File: src/rtl/riscv_dmem_bridge_if.sv
// Signal bundle between the pipeline MEM-stage data port, the bridge and the
// word-wide data bus.
//   slave  : the bridge's view. It serves the core port and drives the bus
//            request side.
//   master : the environment's view. It is the core plus the bus target.
// Core side : ireq_rd, ireq_wr, iaddr, isize, iunsigned, iwr_data (to bridge)
//             ordata, ostall, omisalign, oerr (from bridge)
// Bus side  : obus_req, obus_we, obus_addr, obus_be, obus_wdata (from bridge)
//             ibus_gnt, ibus_rvalid, ibus_rdata (to bridge)
interface riscv_dmem_bridge_if;
    logic        ireq_rd;
    logic        ireq_wr;
    logic [31:0] iaddr;
    logic [1:0]  isize;
    logic        iunsigned;
    logic [31:0] iwr_data;
    logic [31:0] ordata;
    logic        ostall;
    logic        omisalign;
    logic        oerr;
    logic        obus_req;
    logic        obus_we;
    logic [31:0] obus_addr;
    logic [3:0]  obus_be;
    logic [31:0] obus_wdata;
    logic        ibus_gnt;
    logic        ibus_rvalid;
    logic [31:0] ibus_rdata;

    modport slave (
        input  ireq_rd, ireq_wr, iaddr, isize, iunsigned, iwr_data,
        output ordata, ostall, omisalign, oerr,
        output obus_req, obus_we, obus_addr, obus_be, obus_wdata,
        input  ibus_gnt, ibus_rvalid, ibus_rdata
    );

    modport master (
        output ireq_rd, ireq_wr, iaddr, isize, iunsigned, iwr_data,
        input  ordata, ostall, omisalign, oerr,
        input  obus_req, obus_we, obus_addr, obus_be, obus_wdata,
        output ibus_gnt, ibus_rvalid, ibus_rdata
    );
endinterface

File: src/rtl/riscv_dmem_bridge.sv
// Data-memory bridge between the pipeline MEM stage and a req/gnt/rvalid word bus.
// Every core load or store becomes one bus transaction. The core is stalled until
// that transaction completes. The bridge generates the byte enables and the
// lane-aligned store data, and it extracts and extends the load data. Misaligned
// accesses complete without any bus access. Accesses that wait on the bus for
// too long complete with an error.
// Ports:
//   iclk  : clock, all state changes on the rising edge
//   irst  : asynchronous active-high reset
//   dif   : riscv_dmem_bridge_if.slave (core port plus bus request side)
`ifndef RISCV_BIG_ENDIAN
`define RISCV_BIG_ENDIAN 1
`endif
`ifndef RISCV_LITTLE_ENDIAN
`define RISCV_LITTLE_ENDIAN 0
`endif

module riscv_dmem_bridge #(
    parameter int MP_DATA_WIDTH = 32,
    parameter int MP_ENDIANESS  = `RISCV_BIG_ENDIAN,
    parameter int MP_TIMEOUT    = 255
) (
    input  logic                  iclk,
    input  logic                  irst,
    riscv_dmem_bridge_if.slave    dif
);
    localparam int DW  = MP_DATA_WIDTH;
    // The counter runs from 0 to MP_TIMEOUT-1. The access aborts on the waiting cycle that finds it at the last value.
    localparam int CW  = (MP_TIMEOUT < 2) ? 1 : $clog2(MP_TIMEOUT);
    localparam logic [CW-1:0] CNT_LAST = CW'(MP_TIMEOUT - 1);
    localparam bit BIG = (MP_ENDIANESS == `RISCV_BIG_ENDIAN);

    typedef enum logic [1:0] {IDLE, REQ, WAIT_R, DONE} state_t;

    state_t          state_reg, state_next;
    logic [CW-1:0]   cnt_reg, cnt_next;
    logic            bus_req_reg, bus_req_next;
    logic [DW-1:0]   rdata_reg, rdata_next;
    logic            misalign_reg, misalign_next;
    logic            err_reg, err_next;
    logic            load_cmd;

    // These hold the attributes of the transaction in flight. They are captured in IDLE only.
    logic            we_reg;
    logic            word_reg;
    logic            half_reg;
    logic            uns_reg;
    logic [1:0]      lane_reg;
    logic            half_hi_reg;
    logic [31:0]     bus_addr_reg;
    logic [3:0]      bus_be_reg;
    logic [DW-1:0]   bus_wdata_reg;

    // Decode of the request as it stands in IDLE.
    logic            req_any;
    logic            is_word_in;
    logic            is_half_in;
    logic            misalign_in;
    logic [1:0]      lane_in;
    logic            half_hi_in;
    logic [3:0]      be_in;
    logic [DW-1:0]   wdata_in;

    assign req_any     = dif.ireq_rd | dif.ireq_wr;
    assign is_word_in  = dif.isize[1];               // 11 behaves as a word access
    assign is_half_in  = (dif.isize == 2'b01);
    assign misalign_in = (is_half_in & dif.iaddr[0]) |
                         (is_word_in & (dif.iaddr[1:0] != 2'b00));
    // Big-endian reverses the lane order (lane = 3 - addr[1:0]).
    assign lane_in     = BIG ? ~dif.iaddr[1:0] : dif.iaddr[1:0];
    // Selects which half of the word the halfword uses: 1 = upper lanes 3:2.
    assign half_hi_in  = BIG ? ~dif.iaddr[1] : dif.iaddr[1];

    always_comb begin
        be_in = 4'b0001 << lane_in;
        if (is_word_in) begin
            be_in = 4'b1111;
        end else if (is_half_in) begin
            be_in = half_hi_in ? 4'b1100 : 4'b0011;
        end
    end

    // Each enabled lane takes its byte from the right-aligned store data.
    // A halfword puts data byte 0 in the even lane and data byte 1 in the odd
    // lane. In both byte orders this places the high byte at the correct address.
    for (genvar gi = 0; gi < 4; gi++) begin : g_lane
        logic [7:0] src;
        assign src = is_word_in ? dif.iwr_data[8*gi +: 8] :
                     is_half_in ? dif.iwr_data[8*(gi%2) +: 8] :
                                  dif.iwr_data[7:0];
        assign wdata_in[8*gi +: 8] = be_in[gi] ? src : 8'h00;
    end

    // Load extraction uses the lanes that were captured for the access.
    logic [7:0]    ld_byte;
    logic [15:0]   ld_half;
    logic [DW-1:0] load_ext;

    assign ld_byte = dif.ibus_rdata[{lane_reg, 3'b000} +: 8];
    assign ld_half = half_hi_reg ? dif.ibus_rdata[31:16] : dif.ibus_rdata[15:0];

    always_comb begin
        load_ext = dif.ibus_rdata;
        if (!word_reg) begin
            if (half_reg) begin
                load_ext = {{16{~uns_reg & ld_half[15]}}, ld_half};
            end else begin
                load_ext = {{24{~uns_reg & ld_byte[7]}}, ld_byte};
            end
        end
    end

    // The result registers default to zero. They therefore carry data only in
    // the single DONE cycle that follows the transition setting them.
    always_comb begin
        state_next    = state_reg;
        cnt_next      = cnt_reg;
        bus_req_next  = bus_req_reg;
        rdata_next    = '0;
        misalign_next = 1'b0;
        err_next      = 1'b0;
        load_cmd      = 1'b0;
        case (state_reg)
            IDLE: begin
                if (req_any) begin
                    if (misalign_in) begin
                        misalign_next = 1'b1;
                        state_next    = DONE;
                    end else begin
                        load_cmd     = 1'b1;
                        bus_req_next = 1'b1;
                        cnt_next     = '0;
                        state_next   = REQ;
                    end
                end
            end
            REQ: begin
                if (dif.ibus_gnt) begin
                    bus_req_next = 1'b0;
                    state_next   = we_reg ? DONE : WAIT_R;
                end else if (cnt_reg == CNT_LAST) begin
                    bus_req_next = 1'b0;
                    err_next     = 1'b1;
                    state_next   = DONE;
                end else begin
                    cnt_next = cnt_reg + CW'(1);
                end
            end
            WAIT_R: begin
                if (dif.ibus_rvalid) begin
                    rdata_next = load_ext;
                    state_next = DONE;
                end else if (cnt_reg == CNT_LAST) begin
                    err_next   = 1'b1;
                    state_next = DONE;
                end else begin
                    cnt_next = cnt_reg + CW'(1);
                end
            end
            default: begin
                state_next = IDLE;
            end
        endcase
    end

    always_ff @(posedge iclk or posedge irst) begin
        if (irst) begin
            state_reg    <= IDLE;
            cnt_reg      <= '0;
            bus_req_reg  <= 1'b0;
            rdata_reg    <= '0;
            misalign_reg <= 1'b0;
            err_reg      <= 1'b0;
        end else begin
            state_reg    <= state_next;
            cnt_reg      <= cnt_next;
            bus_req_reg  <= bus_req_next;
            rdata_reg    <= rdata_next;
            misalign_reg <= misalign_next;
            err_reg      <= err_next;
        end
    end

    // A store wins when both request lines are high.
    always_ff @(posedge iclk or posedge irst) begin
        if (irst) begin
            we_reg        <= 1'b0;
            word_reg      <= 1'b0;
            half_reg      <= 1'b0;
            uns_reg       <= 1'b0;
            lane_reg      <= 2'b00;
            half_hi_reg   <= 1'b0;
            bus_addr_reg  <= '0;
            bus_be_reg    <= '0;
            bus_wdata_reg <= '0;
        end else if (load_cmd) begin
            we_reg        <= dif.ireq_wr;
            word_reg      <= is_word_in;
            half_reg      <= is_half_in;
            uns_reg       <= dif.iunsigned;
            lane_reg      <= lane_in;
            half_hi_reg   <= half_hi_in;
            bus_addr_reg  <= {dif.iaddr[31:2], 2'b00};
            bus_be_reg    <= be_in;
            bus_wdata_reg <= dif.ireq_wr ? wdata_in : '0;
        end
    end

    assign dif.ostall     = req_any & (state_reg != DONE);
    assign dif.ordata     = rdata_reg;
    assign dif.omisalign  = misalign_reg;
    assign dif.oerr       = err_reg;
    assign dif.obus_req   = bus_req_reg;
    assign dif.obus_we    = we_reg;
    assign dif.obus_addr  = bus_addr_reg;
    assign dif.obus_be    = bus_be_reg;
    assign dif.obus_wdata = bus_wdata_reg;
endmodule

File: src/flat_wrapper.sv
// flat-port wrapper written by rule: the top's interface ports become plain ports
module riscv_dmem_bridge_flat 
#(
    parameter int MP_DATA_WIDTH = 32,
    parameter int MP_ENDIANESS  = `RISCV_BIG_ENDIAN,
    parameter int MP_TIMEOUT    = 255
)
  (iclk, irst, dif_ireq_rd, dif_ireq_wr, dif_iaddr, dif_isize, dif_iunsigned, dif_iwr_data, dif_ordata, dif_ostall, dif_omisalign, dif_oerr, dif_obus_req, dif_obus_we, dif_obus_addr, dif_obus_be, dif_obus_wdata, dif_ibus_gnt, dif_ibus_rvalid, dif_ibus_rdata);
  riscv_dmem_bridge_if dif_i ();
  input  logic iclk;
  input  logic irst;
  input wire logic [$bits(dif_i.ireq_rd)-1:0] dif_ireq_rd;
  input wire logic [$bits(dif_i.ireq_wr)-1:0] dif_ireq_wr;
  input wire logic [$bits(dif_i.iaddr)-1:0] dif_iaddr;
  input wire logic [$bits(dif_i.isize)-1:0] dif_isize;
  input wire logic [$bits(dif_i.iunsigned)-1:0] dif_iunsigned;
  input wire logic [$bits(dif_i.iwr_data)-1:0] dif_iwr_data;
  output wire logic [$bits(dif_i.ordata)-1:0] dif_ordata;
  output wire logic [$bits(dif_i.ostall)-1:0] dif_ostall;
  output wire logic [$bits(dif_i.omisalign)-1:0] dif_omisalign;
  output wire logic [$bits(dif_i.oerr)-1:0] dif_oerr;
  output wire logic [$bits(dif_i.obus_req)-1:0] dif_obus_req;
  output wire logic [$bits(dif_i.obus_we)-1:0] dif_obus_we;
  output wire logic [$bits(dif_i.obus_addr)-1:0] dif_obus_addr;
  output wire logic [$bits(dif_i.obus_be)-1:0] dif_obus_be;
  output wire logic [$bits(dif_i.obus_wdata)-1:0] dif_obus_wdata;
  input wire logic [$bits(dif_i.ibus_gnt)-1:0] dif_ibus_gnt;
  input wire logic [$bits(dif_i.ibus_rvalid)-1:0] dif_ibus_rvalid;
  input wire logic [$bits(dif_i.ibus_rdata)-1:0] dif_ibus_rdata;
  assign dif_i.ireq_rd = dif_ireq_rd;
  assign dif_i.ireq_wr = dif_ireq_wr;
  assign dif_i.iaddr = dif_iaddr;
  assign dif_i.isize = dif_isize;
  assign dif_i.iunsigned = dif_iunsigned;
  assign dif_i.iwr_data = dif_iwr_data;
  assign dif_ordata = dif_i.ordata;
  assign dif_ostall = dif_i.ostall;
  assign dif_omisalign = dif_i.omisalign;
  assign dif_oerr = dif_i.oerr;
  assign dif_obus_req = dif_i.obus_req;
  assign dif_obus_we = dif_i.obus_we;
  assign dif_obus_addr = dif_i.obus_addr;
  assign dif_obus_be = dif_i.obus_be;
  assign dif_obus_wdata = dif_i.obus_wdata;
  assign dif_i.ibus_gnt = dif_ibus_gnt;
  assign dif_i.ibus_rvalid = dif_ibus_rvalid;
  assign dif_i.ibus_rdata = dif_ibus_rdata;
  riscv_dmem_bridge #(.MP_DATA_WIDTH(MP_DATA_WIDTH), .MP_ENDIANESS(MP_ENDIANESS), .MP_TIMEOUT(MP_TIMEOUT)) u_core (.iclk(iclk), .irst(irst), .dif(dif_i));
endmodule
File: config.mk
export PLATFORM = sky130hd
export DESIGN_NAME = riscv_dmem_bridge_flat
export DESIGN_NICKNAME = d
export VERILOG_FILES = /design/src/rtl/riscv_dmem_bridge_if.sv /design/src/rtl/riscv_dmem_bridge.sv /design/src/flat_wrapper.sv
export SDC_FILE = /design/constraint.sdc
export NUM_CORES = 1
export LEC_CHECK = 0
export ABC_AREA = 1
export CAP_MARGIN = 20
export CORE_MARGIN = 5
export CORE_UTILIZATION = 25
export CTS_CLUSTER_SIZE = 20
export DETAILED_ROUTE_END_ITERATION = 8
export GPL_TIMING_DRIVEN = 0
export MAX_ROUTING_LAYER = met4
export SYNTH_ARGS = -nofsm -noshare
export SYNTH_HDL_FRONTEND = slang
export SYNTH_SLANG_ARGS = --single-unit
File: constraint.sdc
create_clock -name iclk -period 3.4 [get_ports iclk]
set_input_delay 0.51 -clock iclk [delete_from_list [all_inputs] [get_ports iclk]]
set_output_delay 0.51 -clock iclk [all_outputs]
set_load 0.005 [all_outputs]
==> summary.md <==
| Metric | Value |
|---|---|
| Status | finished clean |
| Hold depth | 2 |
| Reg2Reg Launch Point | u_core.state_reg[0] |
| Number of max-cap violations | 0 |
| Final std cells w/o fill | 1,214 |
| Vias per cell | 4.40 |
| Initial antenna violation count | 1 |
| Ys Warns | 0 |
| EDFF count, synth | 0 |
| Antenna Nets Post-Route | 0 |
| CTS max path bufs | 2 |
| Area growth, synth to finish | 55.8% |
| GPL Wtd Cong | 0.850 |
| Total CTS buffers | 17 |
| Reg-to-reg slack, setup | 1.43 ns |
| Endpoints failing setup | 0 |
| Clock power share | 27.6% |
| DR iter-0 viols | 281 |
| Area of the core | 21,900 µm² |
| Post-synthesis sequential area ratio | 52.6% |
| First-pass detailed-route iteration total | 5 |
| PwrDens | 793 nW/µm² |
| Hold Crit Start | u_core.dif.obus_addr[22] |
| Tmin final | 2.34 ns |
| Die Y | 159 µm |
| Asr flop ratio synth | 100% |
| Row Count | 54 |
| Placed insts | 1,181 |
| Worst-path clk slew | 0.06 ns |
| Max Fclk | 0.427 GHz |
| Slew Limit Headroom | 61.5% |
| Final slew viol count | 0 |
| Starting Density | 25.4% |
| Critical path fanouts, max | 4 |
| WL/cell | 15.4 µm |
| Comb power frac | 41.0% |
| Unique masters post-synth | 33 |
| Post-CTS Resized | 0 |
| Crit share post-route | 68.9% |
| IO Count | 210 |
| Worst Setup SP | dif_ireq_wr |
| Total power | 6880 µW |
| Hold buffer count at CTS | 0 |
| Die area | 25,400 µm² |
| Overall global routing resource usage | 15.4% |
| TritonCTS clock tree | yes |
| GRT overflow | 0 |
| Worst hold path type | reg2reg |
| Worst-Margin Slew | 0.577 ns |
| Clk sinks | 117 |
| Critical Path AT | 1.83 ns |
| Min-Delay Endpoint | u_core.dif.obus_addr[22] |
| CTS root buf | clkbuf_16 |
| Leak pwr | 0.00412 µW |
| DR top layer | met4 |
| Final Cell Area | 8680 µm² |
| Final Hold Vio Count | 0 |
| Mapped cell area | 5570 µm² |
| Number of global-route vias before repair | 5,450 |
| Die width | 159 µm |
| Metal3 WL | 1.36 mm |
| Worst setup SP type | primary input |
| Placed cell area | 8060 µm² |
| Sum of negative setup slack | 0 ns |
| Routed WL | 18.7 mm |
| M1 WL | 8.60 mm |
| Gate Count Post-Synth | 691 |
| Primary FF master, synth | dfrtp_1 |
| IO buf count | 206 |
| Post-CTS Setup Repair Bufs | 0 |
| Worst IR Drop VDD | 347 µV |
| Met2 Wirelength | 8.50 mm |
| Largest net degree at the start of global routing | 40 |
| Critical path data required time | 2.89 ns |
| Sequential power share | 31.4% |
| CP Class | in2out |
| Global-route wire length before repair | 30.4 mm |
| Detail Placement HPWL | 14.3 mm |
| P_sw | 2440 µW |
| Fin nets | 1,032 |
| Int Power | 4440 µW |
| Via count | 5,341 |
| Yosys reg bits | 117 |
| Reg2Reg Depth | 7 |
| Clk_skew | 0.00732 ns |
| RSZ-0062 raised after global routing | false |
| Worst r2r dst | u_core.dif.ordata[9] |
| H-Tree Depth | 4 |
| Share of layout cells above drive strength 1 | 10.9% |
| Clk Latency, worst-skew pair | 0.42 ns |
| Syn avg cell area | 8.06 µm² |
| DRC Markers | 0 |
| Switch share | 35.4% |
| Crit. End Element | output pin |
[critical path, stage by stage]
cell             delay, ns
clkdlybuf4s50_1       0.47
nor2_2                0.32
nor2_1                0.08
clkdlybuf4s50_1       0.46
[stage by stage]
stage                     setup WS (ns)  hold slack, ns  utilization (%)
after global placement            0.162           0.454             36.5
after global routing              0.990           0.485             39.6
after floorplan                    1.46           0.465                -
after CTS                          1.03           0.475             39.6
after detailed placement           1.01           0.458             36.8
final                              1.06           0.468             39.6
[final cells by class]
cell class                 count  area, µm²
timing repair buffer         209       2130
clock inverter                15        193
tap                          280        350
inverter                      37        148
clock buffer                  17        425
buffer                        28        173
antenna                        1       2.50
sequential                   117       2930
multi-input combinational    510       2330
fill                        2219      13200
[power by group through the flow]
stage                     sequential (µW)  clock (µW)  combinational, µW
after global routing                 2220        2020               3170
final                                2160        1900               2820
after global placement               2170           0               2820
after floorplan                      2200           0               1320
after CTS                            2160        1950               2870
after detailed placement             2180           0               2850
[worst max-delay path by stage]
stage                               endpoint  slack [ns]  depth (start not counted)
finish                            dif_ostall        1.06                          4
global route                      dif_ostall        0.99                          4
CTS                               dif_ostall        1.03                          4
detailed placement  u_core.dif.obus_addr[18]        1.01                         11
global placement    u_core.dif.obus_addr[28]        0.16                          2
floorplan                  u_core.cnt_reg[0]        1.46                          1
[cell usage in the layout, fill, tap and decap left out, drive strengths merged, types with 5 or more instances in the layout]
cell             n
ha               7
clkinv           5
nor2            97
nand2          287
clkdlybuf4s50  206
a211oi           8
nand3           14
dfrtp          117
inv             42
a21oi           14
xor2             5
o211ai           7
o21ai           60
buf             24
clkbuf          24
a31oi            7
[synth_stat cells, types with 7 or more instances]
library cell  count  area share [%]
buf_2            11            0.99
a31oi_1           7            0.79
o21ai_0          52             4.7
nor2_1           82             5.5
nand3_1          12             1.1
inv_1            29             2.0
a211oi_1          8             1.1
a21oi_1          14             1.3
nand2_2          15             1.7
o211ai_1          7            0.94
nor2_2           13             1.5
dfrtp_1         117              53
nand2_1         269              18
ha_1              7             1.6
[cell families after synthesis]
| kind of cell | after synthesis | synth area share, % |
|---|---|---|
| simple gates | 399 | 29.5 |
| flops | 117 | 52.6 |
| compound gates | 96 | 9.66 |
| buf+inv | 65 | 5.68 |
| fa+ha+maj | 7 | 1.57 |
| xor+xnor | 6 | 0.943 |
| other cells | 1 | 0.0673 |
[layer usage]
metal	vias to the layer above	global-route usage [%]
met5	-	-
li1	2639	-
met4	0	4.46
met2	200	23.3
met1	2480	19.9
met3	22	5.07
Note: power is estimated with default switching activity, not from simulation.
